===== src/rtl/nv_fork_pkg.sv =====
// Shared types and constants for the valid/ready broadcast fork.
package nv_fork_pkg;

  // Per-branch delivery state for the currently buffered payload.
  typedef enum logic {
    PEND = 1'b0,
    DONE = 1'b1
  } br_state_t;

  localparam int NV_FORK_NBR = 2;

endpackage


===== src/rtl/nv_fork_branch.sv =====
// One consumer branch of the fork: tracks whether this branch has already
// taken the buffered payload.
module nv_fork_branch
  import nv_fork_pkg::*;
(
  input  logic nvdla_core_clk,
  input  logic nvdla_core_rstn,
  input  logic buf_vld,
  input  logic prdy,
  input  logic retire,
  input  logic accept,
  output logic pvld,
  output logic ready_or_done
);

  br_state_t br;

  assign pvld          = buf_vld & (br == PEND);
  // A branch that already took the payload no longer holds up retirement.
  assign ready_or_done = (br == DONE) | prdy;

  // NOTE: sequential state uses non-blocking assignments only, so every
  // flop samples pre-edge values regardless of block evaluation order.
  always_ff @(posedge nvdla_core_clk) begin
    if (!nvdla_core_rstn) begin
      br <= PEND;
    end else if (accept || retire) begin
      br <= PEND;
    end else if (pvld && prdy) begin
      br <= DONE;
    end
  end

endmodule


===== src/rtl/nv_vld_rdy_fork2.sv =====
// Registered one-to-two broadcast fork: one upstream payload is held until
// both downstream branches have taken it exactly once.
module nv_vld_rdy_fork2
  import nv_fork_pkg::*;
#(
  parameter int WIDTH = 32
) (
  input  logic             nvdla_core_clk,
  input  logic             nvdla_core_rstn,
  input  logic             in_pvld,
  output logic             in_prdy,
  input  logic [WIDTH-1:0] in_pd,
  output logic             out0_pvld,
  input  logic             out0_prdy,
  output logic [WIDTH-1:0] out0_pd,
  output logic             out1_pvld,
  input  logic             out1_prdy,
  output logic [WIDTH-1:0] out1_pd
);

  logic             buf_vld;
  logic [WIDTH-1:0] buf_pd;
  logic             retire;
  logic             accept;

  logic [NV_FORK_NBR-1:0] br_prdy;
  logic [NV_FORK_NBR-1:0] br_pvld;
  logic [NV_FORK_NBR-1:0] br_rod;

  assign br_prdy = {out1_prdy, out0_prdy};

  for (genvar k = 0; k < NV_FORK_NBR; k++) begin : g_branch
    nv_fork_branch u_branch (
      .nvdla_core_clk  (nvdla_core_clk),
      .nvdla_core_rstn (nvdla_core_rstn),
      .buf_vld         (buf_vld),
      .prdy            (br_prdy[k]),
      .retire          (retire),
      .accept          (accept),
      .pvld            (br_pvld[k]),
      .ready_or_done   (br_rod[k])
    );
  end

  // Retiring frees the buffer in the same cycle, so the next payload loads
  // without a bubble; in_prdy never depends on in_pvld.
  assign retire  = buf_vld & (&br_rod);
  assign in_prdy = ~buf_vld | retire;
  assign accept  = in_pvld & in_prdy;

  // NOTE: the payload register is reset too, so the outputs never carry X
  // before the first accepted payload.
  always_ff @(posedge nvdla_core_clk) begin
    if (!nvdla_core_rstn) begin
      buf_vld <= 1'b0;
      buf_pd  <= '0;
    end else if (accept) begin
      buf_vld <= 1'b1;
      buf_pd  <= in_pd;
    end else if (retire) begin
      buf_vld <= 1'b0;
    end
  end

  assign out0_pvld = br_pvld[0];
  assign out1_pvld = br_pvld[1];
  assign out0_pd   = buf_pd;
  assign out1_pd   = buf_pd;

endmodule


===== config.mk =====
export PLATFORM = sky130hd
export DESIGN_NAME = nv_vld_rdy_fork2
export DESIGN_NICKNAME = d
export VERILOG_FILES = /design/src/rtl/nv_fork_pkg.sv /design/src/rtl/nv_fork_branch.sv /design/src/rtl/nv_vld_rdy_fork2.sv
export SDC_FILE = /design/constraint.sdc
export NUM_CORES = 1
export LEC_CHECK = 0
export BUFFER_PORTS_ARGS = -buffer_cell sky130_fd_sc_hd__buf_2
export CAP_MARGIN = 20
export CORE_MARGIN = 2
export CORE_UTILIZATION = 43
export CTS_CLUSTER_SIZE = 28
export DETAILED_ROUTE_END_ITERATION = 12
export GPL_ROUTABILITY_DRIVEN = 0
export PLACE_DENSITY = 0.8
export SKIP_CTS_REPAIR_TIMING = 1
export SYNTH_ARGS = -nofsm -noshare
export SYNTH_HDL_FRONTEND = slang
export SYNTH_HIERARCHICAL = 1
export SYNTH_SLANG_ARGS = --single-unit

===== constraint.sdc =====
create_clock -name nvdla_core_clk -period 1.75 [get_ports nvdla_core_clk]
set_input_delay 0.175 -clock nvdla_core_clk [delete_from_list [all_inputs] [get_ports nvdla_core_clk]]
set_output_delay 0.175 -clock nvdla_core_clk [all_outputs]
set_load 0.02 [all_outputs]

After elaboration in Yosys (flattened, before gate mapping):

Cells that the tools add are included.

* logic and storage cells: 23
* bits of input ports: 37
* flip-flop bits (word level): 35

* reduce and logical (&&, ||, !) cells: 6
* bitwise operators: 11
* muxes and demuxes: 2

Operator list (number)
* $and 1x1->1: 4
* $not 1->1: 4
* $or 1x1->1: 3
* $logic_and 1x1->1: 2
* $mux 1: 2
* $reduce_and 2->1: 1
* $reduce_bool 2->1: 1
* $reduce_or 2->1: 1
* $logic_or 1x1->1: 1

Logic depth before layout (Yosys ltp):

Gate-level depths: netlist of the first run.

* word-level depth: 7
* gate-level depth with buffers: 6
* depth with buffers taken out: 4

Cells and area by module:

The synthesis of the first run kept the hierarchy.

By module, submodules not included
* nv_vld_rdy_fork2: instances 1, cells an instance 177, seq. area each 660.6 sq um, area each 1609.0 sq um
* nv_fork_branch: instances 2, cells an instance 5, seq. area each 20.0 sq um, area each 53.8 sq um

Worst setup path before layout of the first run:

Ideal clock, no wire load.

* path type: reg-to-reg
* from: reg g_branch[0].u_branch.br
* to: reg g_branch[0].u_branch.br
* stages on the path, launching flop included: 7
* setup slack: 331 ps
* clock period less this slack: 1419 ps
* arrival: 1332 ps
* buffers on the path: 2
* library setup time: 87 ps
* path through: dfxtp_1 or2_2 a21boi_4 nor2b_2 buf_6 buf_12 nor4b_2

* longest elaborated chain between the ends: 7

RTL lines
* from (decl): line nv_fork_branch.sv:16 `br_state_t br;`
* from (signal assigned): line nv_fork_branch.sv:26 `br <= PEND;`
* from (signal assigned): line nv_fork_branch.sv:28 `br <= PEND;`
* from (signal assigned): line nv_fork_branch.sv:30 `br <= DONE;`
* $or 1x1->1: line nv_fork_branch.sv:20 `assign ready_or_done = (br == DONE) | prdy;`
* named net br_rod[0]: line nv_vld_rdy_fork2.sv:28 `logic [NV_FORK_NBR-1:0] br_rod;`
* $reduce_and 2->1: line nv_vld_rdy_fork2.sv:47 `assign retire = buf_vld & (&br_rod);`
* $and 1x1->1: line nv_vld_rdy_fork2.sv:47
* $or 1x1->1: line nv_vld_rdy_fork2.sv:48 `assign in_prdy = ~buf_vld | retire;`
* $and 1x1->1: line nv_vld_rdy_fork2.sv:49 `assign accept = in_pvld & in_prdy;`
* named net accept: line nv_vld_rdy_fork2.sv:24 `logic accept;`
* $logic_or 1x1->1: line nv_fork_branch.sv:27 `end else if (accept || retire) begin`
* $reduce_or 2->1 (no source line)

The timed path passes the listed nets, and every way through them passes these cells.
A chain may end at the register's enable or synchronous reset.

Worst setup path after layout of the first run:

* from: reg g_branch[0].u_branch.br
* to: out in_prdy

* longest elaborated chain between the ends: 4

RTL lines
* $or 1x1->1: line nv_fork_branch.sv:20
* named net br_rod[0]: line nv_vld_rdy_fork2.sv:28
* $reduce_and 2->1: line nv_vld_rdy_fork2.sv:47
* $and 1x1->1: line nv_vld_rdy_fork2.sv:47
* $or 1x1->1: line nv_vld_rdy_fork2.sv:48
* to (decl): line nv_vld_rdy_fork2.sv:11 `output logic in_prdy,`

The timed path passes the listed nets, and every way through them passes these cells.

==> results of run 1 <==
==> worst max path at each step <==
| stage | from | end | slack, ns | depth (start not counted) |
|---|---|---|---|---|
| global route | g_branch[0].u_branch/br$_SDFFE_PP0P_ | in_prdy | 0.16 | 4 |
| detailed placement | g_branch[0].u_branch/br$_SDFFE_PP0P_ | g_branch[0].u_branch/br$_SDFFE_PP0P_ | 0.27 | 5 |
| floorplan | g_branch[0].u_branch/br$_SDFFE_PP0P_ | g_branch[0].u_branch/br$_SDFFE_PP0P_ | 0.33 | 6 |
| global placement | g_branch[0].u_branch/br$_SDFFE_PP0P_ | g_branch[0].u_branch/br$_SDFFE_PP0P_ | 0.31 | 5 |
| CTS | g_branch[0].u_branch/br$_SDFFE_PP0P_ | in_prdy | 0.21 | 4 |
| finish | g_branch[0].u_branch/br$_SDFFE_PP0P_ | in_prdy | 0.23 | 4 |
==> cell usage in the layout (no fill, tap or decap) <==
master / netlist / final
buf_4: 33 / 2
nand2_1: 64 / 64
o21a_1: 1 / 1
and3_1: 1 / 1
a21oi_1: 2 / 2
clkinv_2: 0 / 1
buf_2: 1 / 103
nor2b_4: 0 / 1
buf_12: 3 / 1
dfxtp_1: 35 / 35
mux2i_1: 32 / 32
a21boi_4: 1 / 1
or2_2: 2 / 2
clkbuf_8: 0 / 6
nor4b_2: 2 / 2
inv_1: 1 / 1
bufinv_16: 0 / 1
and2b_1: 2 / 2
==> power breakdown <==
group	leakage, nW	internal (mW)	switching [mW]
Clock	0.0612	0.460	0.266
Sequential	0.288	0.851	0.0360
Combinational	0.814	0.168	0.261
==> routing by layer <==
| metal | part of all wire | routed length (um) | vias to the layer above | global-route usage |
|---|---|---|---|---|
| met5 | 0 | 0 | - | 0 |
| met4 | 0.0045 | 14 | 0 | 0.0383 |
| met3 | 0.096 | 299 | 2 | 0.0683 |
| met2 | 0.48 | 1510 | 66 | 0.238 |
| met1 | 0.42 | 1300 | 595 | 0.159 |
| li1 | - | - | 698 | - |
==> kinds of logic (layout without fill, tap and decap cells) <==
family | Yosys count | after routing | share of synthesized area
buffers and inverters | 44 | 115 | 0.202
flip-flops | 35 | 35 | 0.408
multiplexers | 32 | 32 | 0.187
AO/OA/AOI/OAI | 4 | 4 | 0.0211
AND/OR/NAND/NOR | 72 | 72 | 0.182
==> through the flow <==
step | instances | util | setup slack [ns] | hold WS (ns)
after floorplan | 187 | - | 0.331 | 0.299
after global placement | 298 | 0.531 | 0.309 | 0.407
after detailed placement | 298 | 0.531 | 0.267 | 0.407
after CTS | 306 | 0.563 | 0.206 | 0.119
after global routing | 306 | 0.563 | 0.158 | 0.124
final | 306 | 0.563 | 0.226 | 0.128
==> cell type report <==
type | instances | share of cell area
clock buffer | 6 | 0.0392
clock inverter | 2 | 0.0166
inverter | 1 | 0.00178
multi-input combinational | 108 | 0.320
sequential | 35 | 0.333
tap | 48 | 0.0285
timing repair buffer | 106 | 0.261
==> worst max-delay path: cells and delay by family, from the launching register on <==
family | cells | cell delay (ns)
and+or+nand+nor | 1 | 0.33
DFF | 1 | 0.32
AOI/OAI and AO/OA | 1 | 0.22
buffers and inverters | 2 | 0.21
==> sequential cells by signal, indices dropped and copies added (netlist names) <==
name,cells
g_branch.u_branch/br,2
out0_pd,32
buf_vld,1
==> cell usage after synthesis <==
master | count | area share
a21boi_4 | 1 | 0.011
buf_12 | 3 | 0.035
o21a_1 | 1 | 0.0044
or2_2 | 2 | 0.0073
nand2_1 | 64 | 0.14
nor4b_2 | 2 | 0.017
buf_4 | 33 | 0.14
and2b_1 | 2 | 0.0087
nor2b_2 | 1 | 0.0051
buf_6 | 1 | 0.0066
buf_2 | 1 | 0.0029
dfxtp_1 | 35 | 0.41
clkbuf_1 | 5 | 0.011
inv_1 | 1 | 0.0022
and3_1 | 1 | 0.0036
mux2i_1 | 32 | 0.19
a21oi_1 | 2 | 0.0058
==> out/results.tsv, run 1 <==
metric	value	unit
status	completed	
report.final.slew_viol_count	0	
drcViolationCount	0	
fmax	656	MHz
ioPinCount	104	
max_cap_viol_count	0	
cts_num_sinks	35	
overflow	0	
cp_data_required_time	1.57	ns
n_antenna_cell	0	
synth_seq_area_share	0.408	
final_area	2110	sq um
finalCritPeriodShare	0.871	
hold_class	in -> reg	
grt_max_degree	68	
area.growth.synth_to_final	22.7	%
rrSetupSlack	0.26	ns
tightest_slew	0.311	ns
max_slew_margin	0.792	
ir_worst_vdd	0.627	mV
syn-mean-instance-area	9.18	sq um
syn_area	1720	sq um
synth_warnings	6	
p_leak	1.16	nW
syn-num-nets	224	
drive_above_1_share	0.465	
path_class	reg -> out	
grt_usage	0.141	
rsz0062_at_grt	false	
multiInputGateArea	674	sq um
clkLatencyLatePin	0.28	ns
core_area	3740	sq um
dpl_cell_area	1990	sq um
final_nets	294	
hold-path-cell-count	2	
hold_viol	0	
grt_pass1_vias	1145	
clkSlewWorstSetupHoldPaths	0.06	ns
antenna_left	0	
die_w	67.2	um
die_y	67.2	um
dr.pass1.iters	4	
dp_hpwl	2.31	mm
initial_core_util	0.459	
period_needed	1.52	ns
avgViaCountPerCell	4.45	
cts_root_buffer	clkbuf_8	
cp.arrival	1.35	ns
power.total	2.04	mW
powerDensity	970	nW/um^2
fp.dieArea	4510	sq um
syn_inst	187	
finalSetupViolations	0	
grt_pass1_wl	4.77	mm
cp_cell_sequence	or2_2 -> a21boi_4 -> inv_1 -> buf_2	
wl_per_cell	10.2	um
drt_iter0_markers	37	
cp_max_fo	3	
yosysUniqueCellTypes	17	
antenna_found_initial	0	
tritoncts	built	
holdPathEnd	buf_vld$_SDFFE_PN0P_	
cp_slowest_stage_delay	0.33	ns
end_kind	output port	
fillCellCount	360	
cts_made_buffers	5	
rr_endpoint	g_branch[0].u_branch/br$_SDFFE_PP0P_	
clockBufferDepth	2	
vias	1361	
ys_ff_latch	35	
fin_worst_skew	0.00583	ns
rows	22	
portBuffers	103	
ff_latch_area	701	sq um
fin_setup_tns	0	ns
detail_route.wirelength	3.12	mm
hold_start	in_pvld	
critPathLaunchType	register	
r2r_cells	5	
h-tree-depth	2	
critical_path.slowest_cell	or2_2	
r2r_start	g_branch[0].u_branch/br$_SDFFE_PP0P_	
Power figures use the tool's default switching activity.
==> inputs of run 2 (changes only) <==
- CELL_PAD_IN_SITES_DETAIL_PLACEMENT: not set -> 1
- CELL_PAD_IN_SITES_GLOBAL_PLACEMENT: not set -> 1
- CORE_ASPECT_RATIO: not set -> 1.5
- CORE_UTILIZATION: 43 -> 31
- CTS_BUF_LIST: not set -> sky130_fd_sc_hd__clkbuf_2
- PLACE_DENSITY: 0.8 -> not set
- PLACE_DENSITY_LB_ADDON: not set -> 0.1
==> run 2 against run 1 <==
Non-clock buffer count up 21. Register-to-register slack better by 0.03 ns. Clock power down 49%. Critical path depth unchanged. Worst setup slack worse by 0.11 ns.
==> out/results.tsv, run 2 (synthesis results as in run 1) <==
metric	value	unit	change
die_w	64.8	um	was 67.2 um
fin_setup_tns	0	ns	unchanged
ff_latch_area	701	sq um	unchanged
initial_core_util	0.317		was 0.459
clkLatencyLatePin	0.37	ns	was 0.28 ns
vias	1480		was 1361
finalNonFillerCells	349		was 306
multiInputGateArea	674	sq um	unchanged
antenna_left	0		unchanged
overflow	0		unchanged
pre_cts_ws	0.0710	ns	was 0.267 ns
tritoncts	built		unchanged
layout_setup_ws	0.113	ns	was 0.226 ns
path_class	reg -> out		unchanged
dp_hpwl	2.76	mm	was 2.31 mm
finalCritPeriodShare	0.935		was 0.871
fp.dieArea	6160	sq um	was 4510 sq um
hold_ws	0.0269	ns	was 0.128 ns
clockBufferDepth	2		unchanged
cts_root_buffer	clkbuf_2		was clkbuf_8
fin_worst_skew	0.0108	ns	was 0.00583 ns
grt_usage	0.122		was 0.141
cp_slowest_stage_delay	0.35	ns	was 0.33 ns
hold_start	in_pd[16]		was in_pvld
final_area	2280	sq um	was 2110 sq um
final_nets	315		was 294
period_needed	1.64	ns	was 1.52 ns
hold_class	in -> reg		unchanged
final_common_cell	buf_2		unchanged
rsz0062_at_grt	false		unchanged
max_slew_margin	0.821		was 0.792
portBuffers	103		unchanged
cp_cell_sequence	or2_2 -> a21boi_4 -> inv_1 -> buf_2		unchanged
hold_viol	0		unchanged
report.final.slew_viol_count	0		unchanged
critPathLaunchType	register		unchanged
critical_path.slowest_cell	dfxtp_1		was or2_2
n_antenna_cell	0		unchanged
status	completed		unchanged
ir_worst_vdd	0.338	mV	was 0.627 mV
drcViolationCount	0		unchanged
cp.arrival	1.46	ns	was 1.35 ns
p_leak	1.24	nW	was 1.16 nW
h-tree-depth	2		unchanged
drive_above_1_share	0.452		was 0.465
cts_num_sinks	35		unchanged
max_cap_viol_count	0		unchanged
avgViaCountPerCell	4.24		was 4.45
end_kind	output port		unchanged
ioPinCount	104		unchanged
antenna_found_initial	0		unchanged
power.total	1.74	mW	was 2.04 mW
r2r_start	g_branch[0].u_branch/br$_SDFFE_PP0P_		unchanged
fillCellCount	688		was 360
rrSetupSlack	0.29	ns	was 0.26 ns
cp_data_required_time	1.57	ns	about the same
largest_reg_flops	32		unchanged
finalSetupViolations	0		unchanged
fmax	611	MHz	was 656 MHz
post-route-util	0.421		was 0.563
cts_made_buffers	5		unchanged
startpoint	g_branch[0].u_branch/br$_SDFFE_PP0P_		unchanged
area.growth.synth_to_final	32.7	%	was 22.7%
dr.pass1.iters	4		unchanged
core_area	5410	sq um	was 3740 sq um
tightest_slew	0.268	ns	was 0.311 ns
wl_per_cell	11.4	um	was 10.2 um
grt_pass1_vias	1292		was 1145
detail_route.wirelength	3.98	mm	was 3.12 mm
drt_iter0_markers	58		was 37
cp_max_fo	3		unchanged
dp.cells	320		was 298
rows	33		was 22
dpl_cell_area	2030	sq um	was 1990 sq um
die_y	95.1	um	was 67.2 um
grt_max_degree	68		unchanged
final_cell_mix	buf_2 (103), nand2_1 (64), dfxtp_1 (35), mux2i_1 (32), dlygate4sd3_1 (15)		was buf_2 (103), nand2_1 (64), dfxtp_1 (35), mux2i_1 (32), clkbuf_8 (6)
clkSlewWorstSetupHoldPaths	0.18	ns	was 0.06 ns
powerDensity	766	nW/um^2	was 970 nW/um^2
grt_pass1_wl	5.84	mm	was 4.77 mm
-- run 2: cell count changes in the layout (fill, tap and decap cells not counted) --
cell / delta
dlygate4sd3_1: +15
buf_4: +4
clkbuf_8: -6
bufinv_16: -1
clkbuf_2: +7
buf_12: +2
-- run 2: area by class of cell --
type | instances | area share
inverter | 1 | 0.00165
clock buffer | 7 | 0.0154
timing repair buffer | 127 | 0.338
clock inverter | 1 | 0.00220
tap | 70 | 0.0385
multi-input combinational | 108 | 0.296
sequential | 35 | 0.308
-- run 2: power by group --
part	internal, mW	total, mW	switching (mW)
sequential	0.852	0.889	0.0371
combinational	0.210	0.485	0.275
clock	0.109	0.370	0.261
-- run 2: final timing paths --
check,endpoint,cells after the start
worst min-delay path,out0_pd[16]$_SDFFE_PN0P_,3
worst max register to register,g_branch[0].u_branch/br$_SDFFE_PP0P_,5
worst min register to register,out0_pd[13]$_SDFFE_PN0P_,2
worst max-delay path,in_prdy,4
-- run 2: critical path, delay by kind of cell (launching register included) --
| kind | cells | cell delay (ns) |
|---|---|---|
| and+or+nand+nor | 1 | 0.33 |
| buffers and inverters | 2 | 0.23 |
| DFF | 1 | 0.35 |
| AOI/OAI and AO/OA | 1 | 0.21 |
-- run 2: routing by layer --
metal	share of wire	up-vias	track usage
li1	-	747	-
met1	0.42	658	0.147
met2	0.49	70	0.198
met3	0.075	5	0.0378
met4	0.017	0	0.0532
met5	0	-	0
==> inputs of run 3 (changes only) <==
- RECOVER_POWER: not set -> 100
==> run 3 against run 2 <==
Fmax up 0.15%. Clock power barely moved. Global-route usage unchanged. Highest routed layer unchanged. Register-to-register slack got worse by 0.16 ns. Sequential share of layout area increased by 1.8 points. Core utilization down 2.3 points. Largest power group unchanged. Clock-buffer cell count stayed put. Critical endpoint unchanged. Wire length grew 1.6%. Sequential power is essentially flat. Cell area shrank 5.5%. Power shrank 2.2%. Via count rose by 0.88%.
==> out/results.tsv, run 3 (synthesis results as in run 1) <==
metric	value	unit	change
finalNonFillerCells	349		unchanged
dp_hpwl	2.76	mm	unchanged
antenna_left	0		unchanged
final_common_cell	clkbuf_1		was buf_2
dr.pass1.iters	4		unchanged
avgViaCountPerCell	4.28		was 4.24
hold_viol	0		unchanged
ioPinCount	104		unchanged
grt_pass1_vias	1292		unchanged
portBuffers	103		unchanged
die_w	64.8	um	unchanged
max_slew_margin	0.649		was 0.821
report.final.slew_viol_count	0		unchanged
cp_slowest_stage_delay	0.35	ns	about the same
overflow	0		unchanged
cts_num_sinks	35		unchanged
grt_max_degree	68		unchanged
tritoncts	built		unchanged
cp.arrival	1.46	ns	about the same
critical_path.slowest_cell	dfxtp_1		unchanged
finalCritPeriodShare	0.934		was 0.935
finalSetupViolations	0		unchanged
core_area	5410	sq um	unchanged
status	completed		unchanged
fp.dieArea	6160	sq um	unchanged
fin_worst_skew	0.00957	ns	was 0.0108 ns
pre_cts_ws	0.0710	ns	unchanged
drt_iter0_markers	53		was 58
antenna_found_initial	0		unchanged
layout_setup_ws	0.116	ns	was 0.113 ns
powerDensity	793	nW/um^2	was 766 nW/um^2
cp_cell_sequence	or2_2 -> a21boi_4 -> inv_1 -> clkbuf_2		was or2_2 -> a21boi_4 -> inv_1 -> buf_2
startpoint	g_branch[0].u_branch/br$_SDFFE_PP0P_		unchanged
fmax	612	MHz	was 611 MHz
detail_route.wirelength	4.05	mm	was 3.98 mm
grt_usage	0.122		unchanged
area.growth.synth_to_final	25.4	%	was 32.7%
hold_class	in -> reg		unchanged
vias	1493		was 1480
clkLatencyLatePin	0.37	ns	about the same
die_y	95.1	um	unchanged
rsz0062_at_grt	false		unchanged
max_cap_viol_count	0		unchanged
end_kind	output port		unchanged
p_leak	0.963	nW	was 1.24 nW
ir_worst_vdd	0.345	mV	was 0.338 mV
grt_pass1_wl	5.84	mm	unchanged
initial_core_util	0.317		unchanged
clkSlewWorstSetupHoldPaths	0.18	ns	about the same
n_antenna_cell	0		unchanged
final_nets	315		unchanged
critical-path-top-delay-family	flip-flops		unchanged
fin_setup_tns	0	ns	unchanged
period_needed	1.63	ns	was 1.64 ns
drive_above_1_share	0.208		was 0.452
rows	33		unchanged
cp_max_fo	3		unchanged
h-tree-depth	2		unchanged
hold_start	in_pd[16]		unchanged
critPathBufInv	2		unchanged
r2r_start	g_branch[0].u_branch/br$_SDFFE_PP0P_		unchanged
cts_root_buffer	clkbuf_2		unchanged
cp_data_required_time	1.57	ns	about the same
clockBufferDepth	2		unchanged
drcViolationCount	0		unchanged
final_cell_mix	clkbuf_1 (66), nand2_1 (64), buf_2 (36), dfxtp_1 (35), mux2i_1 (32)		was buf_2 (103), nand2_1 (64), dfxtp_1 (35), mux2i_1 (32), dlygate4sd3_1 (15)
tightest_slew	0.527	ns	was 0.268 ns
dp.cells	320		unchanged
critPathLaunchType	register		unchanged
cts_made_buffers	5		unchanged
wl_per_cell	11.6	um	was 11.4 um
largest_reg_flops	32		unchanged
path_class	reg -> out		unchanged
## run 3: cell count changes in the layout (fill, tap and decap cells not counted), moves of 3 or more
cell,delta
buf_2,-67
buf_4,-3
clkbuf_1,+66
clkbuf_2,+3
clkbuf_4,+3
## run 3: area by class of cell
class,instances,area (sq um)
multi-input combinational,108,662
tap,70,87.6
sequential,35,701
clock inverter,1,5.00
timing repair buffer,127,658
fill,715,3260
inverter,1,3.75
clock buffer,7,35.0
## run 3: worst reg2reg max path, stage by stage (launching register included)
cell	delay (ns)
dfxtp_1	0.35
or2_2	0.33
a21boi_4	0.21
nor2b_4	0.08
clkbuf_2	0.35
mux2i_1	0.21
## run 3: power by group
group	total (mW)	internal, mW	switching [mW]
sequential	0.892	0.852	0.0399
clock	0.370	0.109	0.261
combinational	0.444	0.171	0.273
## run 3: final timing paths
kind | slack (ns) | cells after the start | endpoint
min reg2reg | 0.48 | 2 | out0_pd[13]$_SDFFE_PN0P_
max | 0.12 | 4 | in_prdy
max reg2reg | 0.13 | 5 | out0_pd[5]$_SDFFE_PN0P_
min | 0.03 | 3 | out0_pd[16]$_SDFFE_PN0P_
## run 3: per-layer routing
metal	up-vias	share of wire	global-route usage
li1	744	-	-
met1	674	0.43	0.147
met2	70	0.48	0.198
met3	5	0.073	0.0378
met4	0	0.017	0.0532
met5	-	0	0
## run 3: through the flow
step | total power, mW | hold slack, ns | util | instance area (sq um)
2_1_floorplan | 1.26 | 0.299 | - | 1720
3_5_place_dp | 1.35 | 0.414 | 0.375 | 2030
5_1_grt | 1.82 | 0.000118 | 0.398 | 2150
4_1_cts | 1.74 | -0.0204 | 0.383 | 2070
3_3_place_gp | 1.35 | 0.417 | 0.375 | 2030
6_report | 1.71 | 0.0276 | 0.398 | 2150
